--- config.mk ---
export PLATFORM = sky130hd
export DESIGN_NAME = dogx_sample_serializer
export DESIGN_NICKNAME = d
export VERILOG_FILES = /design/src/rtl/dogx_sample_serializer.sv
export SDC_FILE = /design/constraint.sdc
export NUM_CORES = 1
export LEC_CHECK = 0
export CAP_MARGIN = 20
export CORE_ASPECT_RATIO = 2
export CORE_MARGIN = 4
export CORE_UTILIZATION = 55
export CTS_BUF_LIST = sky130_fd_sc_hd__clkbuf_8
export DETAILED_ROUTE_END_ITERATION = 10
export GPL_TIMING_DRIVEN = 0
export PLACE_DENSITY = 0.76
export SYNTH_ARGS = -nofsm -noshare
export SYNTH_HDL_FRONTEND = slang
export SYNTH_SLANG_ARGS = --single-unit
--- constraint.sdc ---
create_clock -name CLK_24M -period 2.5 [get_ports CLK_24M]
set_input_delay 0.25 -clock CLK_24M [delete_from_list [all_inputs] [get_ports CLK_24M]]
set_output_delay 0.25 -clock CLK_24M [all_outputs]
set_load 0.01 [all_outputs]
--- src/rtl/dogx_sample_serializer.sv ---
// DOGX output link transmitter: buffers {alpha, sample} words in a small FIFO and
// serializes each as an 8-slot frame (sync, six 2-lane data slots, per-lane parity).
module dogx_sample_serializer #(
    parameter int DATA_W     = 11,
    parameter int FIFO_DEPTH = 2
) (
    input  logic                               CLK_24M,
    input  logic                               reset,
    input  logic                               sample_valid,
    input  logic signed [DATA_W-1:0]           sample_data,
    input  logic                               sample_alpha,
    input  logic                               enable_tx,
    input  logic                               clear_overflow,
    output logic                               frame_sync,
    output logic [1:0]                         sdata,
    output logic                               overflow_sticky,
    output logic [$clog2(FIFO_DEPTH+1)-1:0]    fifo_level
);

    localparam int WORD_W = DATA_W + 1;
    localparam int LANE_W = WORD_W / 2;
    localparam int PTR_W  = $clog2(FIFO_DEPTH);
    localparam int LVL_W  = $clog2(FIFO_DEPTH + 1);
    localparam logic [2:0] LAST_SLOT = 3'(LANE_W);

    typedef enum logic [1:0] {IDLE, SYNC, DATA, PARITY} state_t;

    // Picks every other bit of the word; odd=1 gives lane 0, odd=0 gives lane 1, MSB first.
    function automatic logic [LANE_W-1:0] lane_bits(input logic [WORD_W-1:0] w, input logic odd);
        logic [LANE_W-1:0] r;
        for (int i = 0; i < LANE_W; i++) begin
            r[i] = w[2*i + int'(odd)];
        end
        return r;
    endfunction

    logic [WORD_W-1:0] fifo_mem [FIFO_DEPTH];
    logic [PTR_W-1:0]  wr_ptr, rd_ptr;
    logic [WORD_W-1:0] head_word;
    logic              fifo_empty, fifo_full, push, pop, drop;

    state_t            state, state_nxt;
    logic [2:0]        slot, slot_nxt;
    logic              shift, frame_sync_nxt;
    logic [1:0]        sdata_nxt;
    logic [LANE_W-1:0] lane0_sr, lane1_sr;
    logic [1:0]        lane_par;

    assign head_word  = fifo_mem[rd_ptr];
    assign fifo_empty = (fifo_level == '0);
    assign fifo_full  = (fifo_level == LVL_W'(FIFO_DEPTH));
    // A pop on the same edge frees the slot, so a full FIFO can still accept.
    assign push       = sample_valid && (!fifo_full || pop);
    assign drop       = sample_valid && fifo_full && !pop;

    always_ff @(posedge CLK_24M or negedge reset) begin
        if (!reset) begin
            wr_ptr          <= '0;
            rd_ptr          <= '0;
            fifo_level      <= '0;
            overflow_sticky <= 1'b0;
        end else begin
            if (push) wr_ptr <= wr_ptr + PTR_W'(1);
            if (pop)  rd_ptr <= rd_ptr + PTR_W'(1);
            fifo_level <= fifo_level + LVL_W'(push) - LVL_W'(pop);
            if (drop)
                overflow_sticky <= 1'b1;
            else if (clear_overflow)
                overflow_sticky <= 1'b0;
        end
    end

    always_ff @(posedge CLK_24M) begin
        if (push) fifo_mem[wr_ptr] <= {sample_alpha, sample_data};
    end

    always_ff @(posedge CLK_24M or negedge reset) begin
        if (!reset) begin
            state <= IDLE;
            slot  <= '0;
        end else begin
            state <= state_nxt;
            slot  <= slot_nxt;
        end
    end

    always_comb begin
        state_nxt      = state;
        slot_nxt       = slot;
        pop            = 1'b0;
        shift          = 1'b0;
        frame_sync_nxt = 1'b0;
        sdata_nxt      = 2'b00;
        case (state)
            IDLE, PARITY: begin
                if (enable_tx && !fifo_empty) begin
                    state_nxt      = SYNC;
                    pop            = 1'b1;
                    frame_sync_nxt = 1'b1;
                end else begin
                    state_nxt = IDLE;
                end
            end
            SYNC: begin
                state_nxt = DATA;
                slot_nxt  = 3'd1;
                sdata_nxt = {lane1_sr[LANE_W-1], lane0_sr[LANE_W-1]};
                shift     = 1'b1;
            end
            DATA: begin
                if (slot == LAST_SLOT) begin
                    state_nxt = PARITY;
                    sdata_nxt = lane_par;
                end else begin
                    slot_nxt  = slot + 3'd1;
                    sdata_nxt = {lane1_sr[LANE_W-1], lane0_sr[LANE_W-1]};
                    shift     = 1'b1;
                end
            end
            default: state_nxt = IDLE;
        endcase
    end

    // Word is split into lanes and its parity precomputed at pop time.
    always_ff @(posedge CLK_24M) begin
        if (pop) begin
            lane0_sr <= lane_bits(head_word, 1'b1);
            lane1_sr <= lane_bits(head_word, 1'b0);
            lane_par <= {^lane_bits(head_word, 1'b0), ^lane_bits(head_word, 1'b1)};
        end else if (shift) begin
            lane0_sr <= lane0_sr << 1;
            lane1_sr <= lane1_sr << 1;
        end
    end

    always_ff @(posedge CLK_24M or negedge reset) begin
        if (!reset) begin
            frame_sync <= 1'b0;
            sdata      <= 2'b00;
        end else begin
            frame_sync <= frame_sync_nxt;
            sdata      <= sdata_nxt;
        end
    end

endmodule

Word-level counts from Yosys, hierarchy flattened
Memory sizes are Yosys's and may differ from the RTL's.
Index checks and enable logic that the tools add are counted.
{ "op_classes": {"add_sub_neg": 5, "n_mul": 0, "div_mod_pow": 0, "magnitude_cmp": 0, "n_eq_ne": 7, "shift": 0, "muxes": 19, "bitwise": 0, "reduce_logical": 17} }
{ "op_table": {"columns": ["cell", "count"], "rows": [
  ["6-bit 2-to-1 mux", 4],
  ["6-bit XOR reduction", 2],
  ["1-bit 2-to-1 mux", 8],
  ["2-bit == test, second input constant", 3],
  ["2-bit one-hot mux with 3 select lines", 1],
  ["3-bit one-hot mux with 2 select lines", 1],
  ["2-bit nonzero test", 3],
  ["1-bit logical AND", 4],
  ["2-bit logical NOT", 2],
  ["2-bit 2-to-1 mux", 2],
  ["2-bit != test, second input constant", 2],
  ["2-bit one-hot mux with 2 select lines", 1],
  ["3-bit by 1-bit adder with 3-bit output, second input constant", 1],
  ["3-bit == test, second input constant", 1],
  ["1-bit logical NOT", 3],
  ["3-bit 2-to-1 mux", 1],
  ["1-bit adder, second input constant", 2],
  ["2-bit by 1-bit adder with 2-bit output", 1],
  ["2-bit by 1-bit == test with 1-bit output, second input constant", 1],
  ["1-bit one-hot mux with 2 select lines", 1],
  ["2-bit AND reduction", 1],
  ["2-bit OR reduction", 1],
  ["2-bit by 1-bit subtractor with 2-bit output", 1],
  ["1-bit logical OR", 1]
]} }
{ "totals": {"regBits": 27, "latchBits": 0, "mem_bits_rw": 24, "mem_bits_ro": 0, "inputBits": 17, "output_inout_bits": 6, "mem_count": 1} }
{ "mem_list": {"columns": ["name", "words", "word_bits", "read_ports", "rd_ports_with_merged_regs", "write_ports", "line_no", "text"], "rows": [
  ["fifo_mem", 2, 12, 1, 0, 1, "37", "logic [WORD_W-1:0] fifo_mem [FIFO_DEPTH];"]
]} }

Depth between registers and ports, before layout
{ "depth": {"word_depth": 9, "depth_mapped": 10, "mapped_depth_nobuf": 10} }

Worst setup path after synthesis
No wires, ideal clock.
{ "synth_path": {"path_kind": "register -> register", "startpoint": "register slot[0]", "endpoint": "register lane0_sr[0], enable pin", "setup_time_ns": 0.398, "t_arrival_ns": 1.824, "t_required_ns": 2.102, "slack_ns": 0.278, "path_stages_with_launch": 6, "path_buffers": 0, "period_less_slack_ns": 2.222, "path_cell_list": "dfrtp_1 -> inv_1 -> ha_1 -> nand2_1 -> a21oi_1 -> o21ai_0"} }
{ "synth_via": {"elab_chain_cells": 4} }
{ "synth_lines": {"columns": ["item", "line_no", "text"], "rows": [
  ["from (decl)", "43", "logic [2:0] slot, slot_nxt;"],
  ["from (signal assigned)", "83", "slot <= slot_nxt;"],
  ["3-bit == test", "111", "if (slot == LAST_SLOT) begin"],
  ["1-bit 2-to-1 mux", "111", null],
  ["1-bit one-hot mux with 2 select lines", "94", "case (state)"],
  ["2-bit nonzero test (no source line)", null, null],
  ["to (signal assigned)", "127", "lane0_sr <= lane_bits(head_word, 1'b1);"],
  ["to (signal assigned)", "131", "lane0_sr <= lane0_sr << 1;"],
  ["to (decl)", "46", "logic [LANE_W-1:0] lane0_sr, lane1_sr;"]
]} }
Every way passes these cells.
A chain may end at the register's enable or synchronous reset.

Worst setup path after layout
{ "layout_path": {"startpoint": "register state[0]", "endpoint": "memory fifo_mem[0][0] (netlist name), enable pin"} }
{ "layout_via": {"elab_chain_cells": 7, "elab_cells_between_ends": 8} }
{ "layout_lines": {"columns": ["item", "line_no", "text"], "rows": [
  ["from (decl)", "42", "state_t state, state_nxt;"],
  ["from (signal assigned)", "82", "state <= state_nxt;"],
  ["2-bit == test or 2-bit logical NOT (tied branches)", "94", null],
  ["2-bit OR reduction (*)", "94", null],
  ["1-bit 2-to-1 mux (*)", "94", null],
  ["1-bit logical OR (*)", "53", "assign push = sample_valid && (!fifo_full || pop);"],
  ["1-bit logical AND (*)", "53", null],
  ["1-bit 2-to-1 mux (*)", "74", "if (push) fifo_mem[wr_ptr] <= {sample_alpha, sample_data};"],
  ["1-bit 2-to-1 mux (not written as such) (*)", "74", null],
  ["to (decl)", "37", null]
]} }
Every way passes the cells marked *; elsewhere a longest branch is shown, timed or not.

==> results.toml <==
[status]
outcome = "finished, final reports clean"

[setup_path]
r2r-end = "fifo_mem[0][0]"
path_class = "flip-flop to flip-flop"
rrSetupSlack_ns = 0.18
worstPathArrival_ns = 2.24
cp.required_ns = 2.42
critPathMaxFanout = 12
startpoint_type = "flip-flop"
crit-reg2reg-launch = "state[0]"
cp-end-kind = "flip-flop"
ff2ff_path_depth = 6

[detailed_routing]
drc_errors = 0
drt_wl_total_um = 3694
postRouteAntennaNets = 0
vias = 1335
firstDrtPassIters = 4
drt-wirelength-per-cell_um = 14.78
avgViaCountPerCell = 5.340
drtIter0Drc = 11

[cts]
cts_tree = "yes"
hold_buffers = 0
post_cts_buffers = 0
clkLatencyLatePin_ns = 0.30
clkTransAtPathRegs_ns = 0.09
cts_sinks = 51
cts_resized = 0
max-clock-path-buffers = 2
cts_buffers = 5
cts-htree-levels = 2
cts_root_buffer = "clkbuf_8"

[pwr]
p_leak_nw = 1.030
max-vdd-ir-drop_mv = 0.7684
p_per_area_nw_per_um2 = 1268

[global_routing]
grt_max_degree = 17
grt-ovfl-total = 0
grt_use_total_pct = 16.22
grt_pass1_vias = 1464
grt_pass1_wl_um = 6210
antenna_found_initial = 0

[logic_synthesis]
synth_seq_cells = 51
syn_area_um2 = 2250
ys_types = 24
synth_warnings = 0
syn-instance-count = 168
ys_seq_area_share_pct = 65.18
syn_avg_cell_area_um2 = 13.39
synth_nets = 191

[layout]
nNetsFinal = 221
n_antenna_cell = 0
fill_cells = 315
final_common_cell = "edfxtp_1"
seq_area_um2 = 1466
multi_input_area_um2 = 715.7
drive_gt1_share_pct = 7.035
final_cell_mix = "edfxtp_1 (38), clkdlybuf4s50_1 (22), nand2_1 (17)"
final_area_um2 = 2633
area_growth_pct = 17.02

[sta]
fin_crit_sh_pct = 92.66
fmax_mhz = 431.7
slew_headroom_pct = 35.54
grt_setup_unrepaired = "no"
hold_viol_final = 0
clock_skew_ns = 0.01633
timing.final.max_slew_violations = 0
setup_violations = 0
hold_slack_ns = 0.3083
worst_pin_slew_ns = 0.9633
min_period_ns = 2.317

[floorplanning]
die_x_um = 53.23
die_h_um = 98.45
initial_core_util_pct = 57.33
die_area_um2 = 5240
num_rows = 32
io_pins = 23
core_um2 = 3924

[flow_run]
maxCapViolCount = 0

[place]
routabilityCongestion = 0.7342
dpl.hpwl_um = 2953
io_buffer_count = 22
placed_area_um2 = 2541

[worst_hold_path]
hold_path.class = "primary input to async pin"
-- how the worst max path moves through the flow --
stage	from	to
2_1_floorplan	slot[0]	lane0_sr[0]
3_3_place_gp	slot[0]	lane0_sr[3]
3_5_place_dp	state[0]	fifo_level[1]
4_1_cts	state[0]	fifo_mem[0][0]
5_1_grt	state[0]	fifo_mem[0][0]
6_report	state[0]	fifo_mem[0][0]
-- state kept, by name, summed over array words and instances (netlist names), 2 cells and up --
name / cells
sdata: 2
fifo_level: 2
lane0_sr: 6
slot: 3
lane_par: 2
state: 2
fifo_mem: 24
lane1_sr: 6
-- per-stage QoR --
stage | worst slack [ns] | TNS, ns | power (mW) | instances | util (%)
6_report | 0.1835 | 0 | 3.339 | 250 | 67.09
4_1_cts | 0.1216 | 0 | 3.376 | 250 | 67.03
2_1_floorplan | 0.2784 | 0 | 2.496 | 168 | -
3_3_place_gp | -0.2110 | -2.530 | 2.810 | 241 | 64.57
3_5_place_dp | 0.1516 | 0 | 2.921 | 242 | 64.76
5_1_grt | 0.002973 | 0 | 3.582 | 250 | 67.09
-- worst max-delay path, cell delays in order, from the launching register on --
cell,delay (ns)
dfrtp_1,0.38
inv_1,0.05
ha_1,0.41
nand2_1,0.08
nand3b_1,0.13
nand2_1,0.13
nor2_1,0.75
-- layout make-up --
type / count / share of cell area (%)
repair buffers: 23 / 8.650
flip-flops and latches: 51 / 55.70
well taps: 51 / 2.424
clock inverters: 3 / 0.7605
inverters: 8 / 1.141
multi-input cells: 104 / 27.19
clock buffers: 5 / 2.614
plain buffers: 5 / 1.521
-- cells in the mapped netlist --
| library cell | number | area [um2] |
|---|---|---|
| edfxtp_1 | 38 | 1141 |
| o211ai_2 | 1 | 12.51 |
| o21ai_0 | 11 | 55.05 |
| dfrtp_1 | 13 | 325.3 |
| a22o_1 | 1 | 8.760 |
| nor2_1 | 10 | 37.54 |
| nand3_1 | 3 | 15.01 |
| xnor2_1 | 15 | 131.4 |
| a21oi_1 | 8 | 40.04 |
| buf_2 | 3 | 15.01 |
| nand4_1 | 2 | 12.51 |
| nand3b_1 | 1 | 7.510 |
| inv_1 | 8 | 30.03 |
| a31oi_1 | 2 | 12.51 |
| mux2i_1 | 16 | 160.2 |
| ha_1 | 6 | 75.07 |
| and3_1 | 1 | 6.260 |
| nand2_1 | 17 | 63.81 |
| buf_6 | 2 | 22.52 |
| o22ai_1 | 1 | 6.260 |
| xor2_1 | 6 | 52.55 |
| nand4b_1 | 1 | 8.760 |
| nor3_1 | 1 | 5.000 |
| o21ai_1 | 1 | 5.000 |
-- logic make-up (layout without fill, tap and decap cells) --
family          Yosys count  count (layout)  share of synthesized area, %
flops                    51              51                         65.18
buf+inv                  13              44                         3.003
mux                      16              16                         7.119
xor+xnor                 21              21                         8.176
fa+ha+maj                 6               6                         3.337
compound gates           25              25                         6.229
simple gates             36              36                         6.952
-- where the power goes --
group | switching, mW | internal [mW] | total [mW] | leakage, nW
sequential | 0.186 | 1.37 | 1.55 | 0.519
clock | 0.259 | 0.195 | 0.454 | 0.0418
combinational | 0.731 | 0.601 | 1.33 | 0.469
-- per-layer routing --
layer	vias up	wire length (um)	share of wire [%]	track usage [%]
met5	-	0	0	0
met4	0	74	2.0	7.087
met3	6	116	3.1	3.631
met2	24	2234	60	31.50
met1	649	1268	34	14.43
li1	656	-	-	-
Power figures use the tool's default switching activity.
